--- config.mk ---
export PLATFORM = sky130hd
export DESIGN_NAME = fcmp_wb_buffer
export DESIGN_NICKNAME = d
export VERILOG_FILES = /design/src/rtl/fcmp_wb_buffer.sv
export SDC_FILE = /design/constraint.sdc
export NUM_CORES = 1
export LEC_CHECK = 0
export BUFFER_PORTS_ARGS = -buffer_cell sky130_fd_sc_hd__buf_4
export CAP_MARGIN = 20
export CELL_PAD_IN_SITES_DETAIL_PLACEMENT = 0
export CELL_PAD_IN_SITES_GLOBAL_PLACEMENT = 1
export CORE_UTILIZATION = 40
export DETAILED_ROUTE_END_ITERATION = 16
export GPL_TIMING_DRIVEN = 0
export PLACE_DENSITY = 0.82
export SYNTH_ARGS = -nofsm -noshare
export SYNTH_HDL_FRONTEND = slang
export SYNTH_SLANG_ARGS = --single-unit
--- constraint.sdc ---
create_clock -name clk -period 19.11 [get_ports clk]
set_clock_uncertainty 0.05 [all_clocks]
set_input_delay 0.9555 -clock clk [delete_from_list [all_inputs] [get_ports clk]]
set_output_delay 0.9555 -clock clk [all_outputs]
set_load 0.02 [all_outputs]
--- src/rtl/fcmp_wb_buffer.sv ---
// Compare-result buffer ahead of FPU writeback: DEPTH-entry in-order FIFO, sticky NV from retired entries.
// Latency 1 (0 on an empty buffer when FCMP_WB_BYPASS_EN is defined); InReady drops only when full, no ready-through.
module fcmp_wb_buffer #(
    parameter int FLEN  = 64,
    parameter int XLEN  = 64,
    parameter int DEPTH = 2
) (
    input  logic                     clk,
    input  logic                     reset_n,
    input  logic                     InValid,
    output logic                     InReady,
    input  logic [FLEN-1:0]          InFpRes,
    input  logic [XLEN-1:0]          InIntRes,
    input  logic                     InToInt,
    input  logic                     InNV,
    input  logic [4:0]               InRd,
    input  logic                     Flush,
    output logic                     OutValid,
    input  logic                     OutReady,
    output logic [FLEN-1:0]          OutFpRes,
    output logic [XLEN-1:0]          OutIntRes,
    output logic                     OutToInt,
    output logic [4:0]               OutRd,
    output logic                     OutNV,
    output logic                     StickyNV,
    input  logic                     StickyClr,
    output logic [$clog2(DEPTH):0]   Count
);
    localparam int AW = $clog2(DEPTH);
    localparam int CW = AW + 1;

    typedef struct packed {
        logic [FLEN-1:0] fp_res;
        logic [XLEN-1:0] int_res;
        logic            to_int;
        logic            nv;
        logic [4:0]      rd;
    } entry_t;

    entry_t        mem_q [DEPTH];
    logic [AW-1:0] rd_ptr_q, rd_ptr_d;
    logic [AW-1:0] wr_ptr_q, wr_ptr_d;
    logic [CW-1:0] count_q, count_d;
    logic          sticky_q, sticky_d;
    entry_t        in_ent, head_ent, out_ent;
    logic          full, empty, enq, deq, byp;

    assign in_ent   = '{fp_res: InFpRes, int_res: InIntRes, to_int: InToInt, nv: InNV, rd: InRd};
    assign head_ent = mem_q[rd_ptr_q];
    assign full     = (count_q == CW'(DEPTH));
    assign empty    = (count_q == '0);

`ifdef FCMP_WB_BYPASS_EN
    // An empty buffer with a ready consumer hands the input straight through without storing it.
    assign byp     = empty & InValid & OutReady & ~Flush;
    assign out_ent = byp ? in_ent : head_ent;
`else
    assign byp     = 1'b0;
    assign out_ent = head_ent;
`endif

    assign InReady  = ~full;
    assign OutValid = ~empty | byp;
    assign enq      = InValid & ~full & ~Flush & ~byp;
    assign deq      = ~empty & OutReady & ~Flush;

    assign OutFpRes  = out_ent.fp_res;
    assign OutIntRes = out_ent.int_res;
    assign OutToInt  = out_ent.to_int;
    assign OutNV     = out_ent.nv;
    assign OutRd     = out_ent.rd;
    assign StickyNV  = sticky_q;
    assign Count     = count_q;

    always_comb begin
        rd_ptr_d = rd_ptr_q;
        wr_ptr_d = wr_ptr_q;
        count_d  = count_q;
        sticky_d = sticky_q;
        if (Flush) begin
            rd_ptr_d = '0;
            wr_ptr_d = '0;
            count_d  = '0;
        end else begin
            if (enq) wr_ptr_d = wr_ptr_q + AW'(1);
            if (deq) rd_ptr_d = rd_ptr_q + AW'(1);
            case ({enq, deq})
                2'b10:   count_d = count_q + CW'(1);
                2'b01:   count_d = count_q - CW'(1);
                default: count_d = count_q;
            endcase
        end
        // Set has priority over the CSR clear.
        if (StickyClr) sticky_d = 1'b0;
        if ((deq & head_ent.nv) | (byp & InNV)) sticky_d = 1'b1;
    end

    always_ff @(posedge clk or negedge reset_n) begin
        if (!reset_n) begin
            rd_ptr_q <= '0;
            wr_ptr_q <= '0;
            count_q  <= '0;
            sticky_q <= 1'b0;
        end else begin
            rd_ptr_q <= rd_ptr_d;
            wr_ptr_q <= wr_ptr_d;
            count_q  <= count_d;
            sticky_q <= sticky_d;
        end
    end

    always_ff @(posedge clk) begin
        if (enq) mem_q[wr_ptr_q] <= in_ent;
    end

endmodule

==> flow_metrics.py <==
metrics = {
    "placement": {
        "place_congestion": 0.717,
        "dp_slack_ns": 15.77,
        "portBuffers": 280,
        "dp_hpwl_um": 14600,
        "numPlacedInstances": 1088,
    },
    "grt": {
        "gr-usage-all-layers": 0.148,
        "antenna_found_initial": 0,
        "grt-ovfl-total": 0,
        "use_met2": 0.268,
        "grt_util_met1": 0.163,
        "grt_max_degree": 14,
        "use_met3": 0.0501,
        "grt_pass1_wl_um": 30000,
        "grt.busiest_layer": "met2",
        "grt_pass1_vias": 5614,
    },
    "critical_path": {
        "required_ns": 19.29,
        "rr_endpoint": "mem_q[1][119]",
        "worstPathArrival_ns": 3.14,
        "r2r-start": "Count[1]",
        "crit_path_end_kind": "flip-flop",
        "worst-setup-path-type": "flip-flop to flip-flop",
        "worst_setup_path_start_kind": "flip-flop",
        "crit_path_end": "mem_q[1][119]",
        "reg2reg_depth": 10,
        "crit_start": "Count[1]",
        "critical_path.max_fanout": 11,
        "worst-r2r-setup-slack_ns": 16.15,
    },
    "synth": {
        "ys_warn_count": 0,
        "synth_area_per_cell_um2": 22.7,
        "synth.distinct_cells": 22,
        "ys_seq_area_frac": 0.807,
        "netlist_instances": 450,
        "ys_ff_latch": 275,
        "syn_nets": 591,
        "synthesis.area_mm2": 0.0102,
    },
    "timing": {
        "max-slew-margin-rel": 0.438,
        "finalCriticalPeriod_ns": 2.96,
        "setup_viol": 0,
        "slew_violations": 0,
        "clock.fmax_mhz": 338,
        "rsz0062_at_grt": "no",
        "finalCritPeriodShare": 0.155,
        "setup-tns-final_ns": 0,
        "worstMarginPinSlew_ns": 0.839,
        "hold_violations": 0,
        "fin_ws_ns": 16.15,
    },
    "finish": {
        "drive_gt1_frac": 0.617,
        "final_util": 0.553,
        "diodes": 0,
        "area.growth.synth_to_final_pct": 36.1,
        "fin_cells": 1140,
        "nets": 929,
    },
    "drt": {
        "antenna_left": 0,
        "wl_per_cell_um": 17.4,
        "routed_wl_um": 19900,
        "firstDrtPassIters": 4,
        "first_iter_violations": 229,
        "avgViaCountPerCell": 4.65,
        "drc": 0,
        "vias": 5302,
    },
    "cts": {
        "h-tree-depth": 1,
        "cts_made_buffers": 28,
        "cts_sinks": 275,
        "cts_buffer_depth": 3,
        "cts_setup_buffers": 0,
        "clk_latency_ns": 0.53,
        "clkTransAtPathRegs_ns": 0.06,
        "cts_tree": "done",
        "clockRootBuffer": "clkbuf_16",
        "cts_resized": 0,
        "holdBufCountCts": 0,
    },
    "worst_hold_path": {
        "hp-class": "input port to async pin",
    },
    "power": {
        "p_leak_uw": 0.00529,
        "power_uw": 1350,
        "ir_drop_mv": 0.0733,
        "pwr_density_cell_mw_per_mm2": 97.3,
    },
    "floorplan": {
        "design.die.area_mm2": 0.0262,
        "die_width_um": 162,
        "die_y_um": 162,
        "rows": 58,
        "core_mm2": 0.0251,
        "ios": 281,
        "initial_utilization": 0.407,
    },
    "run": {
        "maxCapViolCount": 0,
    },
    "status": {
        "outcome": "complete, no violations",
    },
}
-- sequential cells by signal, summed over array words and instances (netlist names) --
| name | flops |
|---|---|
| rd_ptr_q | 1 |
| wr_ptr_q | 1 |
| mem_q | 270 |
| Count | 2 |
| StickyNV | 1 |
-- cell families (layout without fill, tap and decap cells) --
group,after synthesis,after routing,synth area share
AOI/OAI and AO/OA,9,9,0.00527
xor gates and xnor gates,1,1,0.000858
buffers and inverters,18,378,0.0127
DFF,275,275,0.807
muxes,136,136,0.168
and+or+nand+nor,11,11,0.00625
-- worst min path at each step --
stage / depth (start not counted) / start / to / slack, ns
2_1_floorplan: 2 / wr_ptr_q / wr_ptr_q / 0.48
3_3_place_gp: 1 / StickyNV / StickyNV / 0.45
3_5_place_dp: 1 / StickyNV / StickyNV / 0.46
4_1_cts: 1 / reset_n / wr_ptr_q / 0.14
5_1_grt: 1 / reset_n / wr_ptr_q / 0.14
6_report: 1 / reset_n / wr_ptr_q / 0.17
-- worst max-delay path: stages (launching register included) --
cell	delay, ns
dfrtp_1	0.44
nor2b_1	0.18
inv_1	0.10
nand2_1	0.10
nor3b_2	0.72
buf_8	0.24
buf_8	0.16
buf_8	0.16
buf_8	0.16
buf_6	0.17
buf_6	0.16
-- placed cells by master (no fill, tap or decap), types with 2 or more instances in the layout --
master / netlist / final
edfxtp_1: 270 / 270
clkbuf_16: 0 / 29
inv_1: 3 / 3
or2_2: 2 / 2
buf_2: 8 / 8
o21ai_0: 2 / 2
nor2_1: 2 / 2
mux2_4: 50 / 50
clkinv_1: 0 / 9
dfrtp_1: 5 / 5
clkinv_2: 0 / 9
a21oi_1: 4 / 4
clkbuf_1: 0 / 5
buf_8: 0 / 8
mux2_2: 85 / 85
buf_4: 0 / 281
buf_6: 7 / 26
-- final cells by class --
cell class	instances	area [um2]
clock inverter	18	78.8
fill	2015	11200
sequential	275	8230
timing repair buffer	308	2440
buffer	15	119
inverter	3	11.3
tap	330	413
multi-input combinational	157	1850
clock buffer	34	744
-- where the power goes --
part           leakage (uW)  switching [uW]  internal, uW
clock network      0.000413             210           275
registers           0.00254            4.99           687
logic               0.00233            85.9          89.9
total               0.00529             301          1050
-- cell usage after synthesis (all sizes together) --
| library cell | number | area share |
|---|---|---|
| or2 | 2 | 0.0012 |
| inv | 3 | 0.0011 |
| edfxtp | 270 | 0.79 |
| nor2 | 2 | 0.00074 |
| a21o | 1 | 0.00074 |
| nor3 | 1 | 0.00049 |
| dfrtp | 5 | 0.012 |
| mux2i | 1 | 0.00098 |
| buf | 15 | 0.012 |
| nor3b | 2 | 0.0015 |
| o211ai | 1 | 0.00074 |
| nor2b | 1 | 0.00061 |
| a22o | 1 | 0.00086 |
| o21ai | 2 | 0.00098 |
| or3 | 1 | 0.00061 |
| nand3b | 1 | 0.00074 |
| a21oi | 4 | 0.0020 |
| nand2 | 1 | 0.00037 |
| mux2 | 135 | 0.17 |
| xor2 | 1 | 0.00086 |
-- stage by stage --
stage	area, um2	hold WS (ns)
6_report	13900	0.169
5_1_grt	13900	0.142
4_1_cts	13900	0.139
3_5_place_dp	13100	0.463
3_3_place_gp	12700	0.453
2_1_floorplan	10200	0.479
-- metal layers --
metal | vias up | share of wire
met5 | - | 0
met4 | 0 | 0.022
met3 | 31 | 0.090
met2 | 197 | 0.52
met1 | 2608 | 0.36
li1 | 2466 | -
Note: power is estimated with default switching activity, not from simulation.
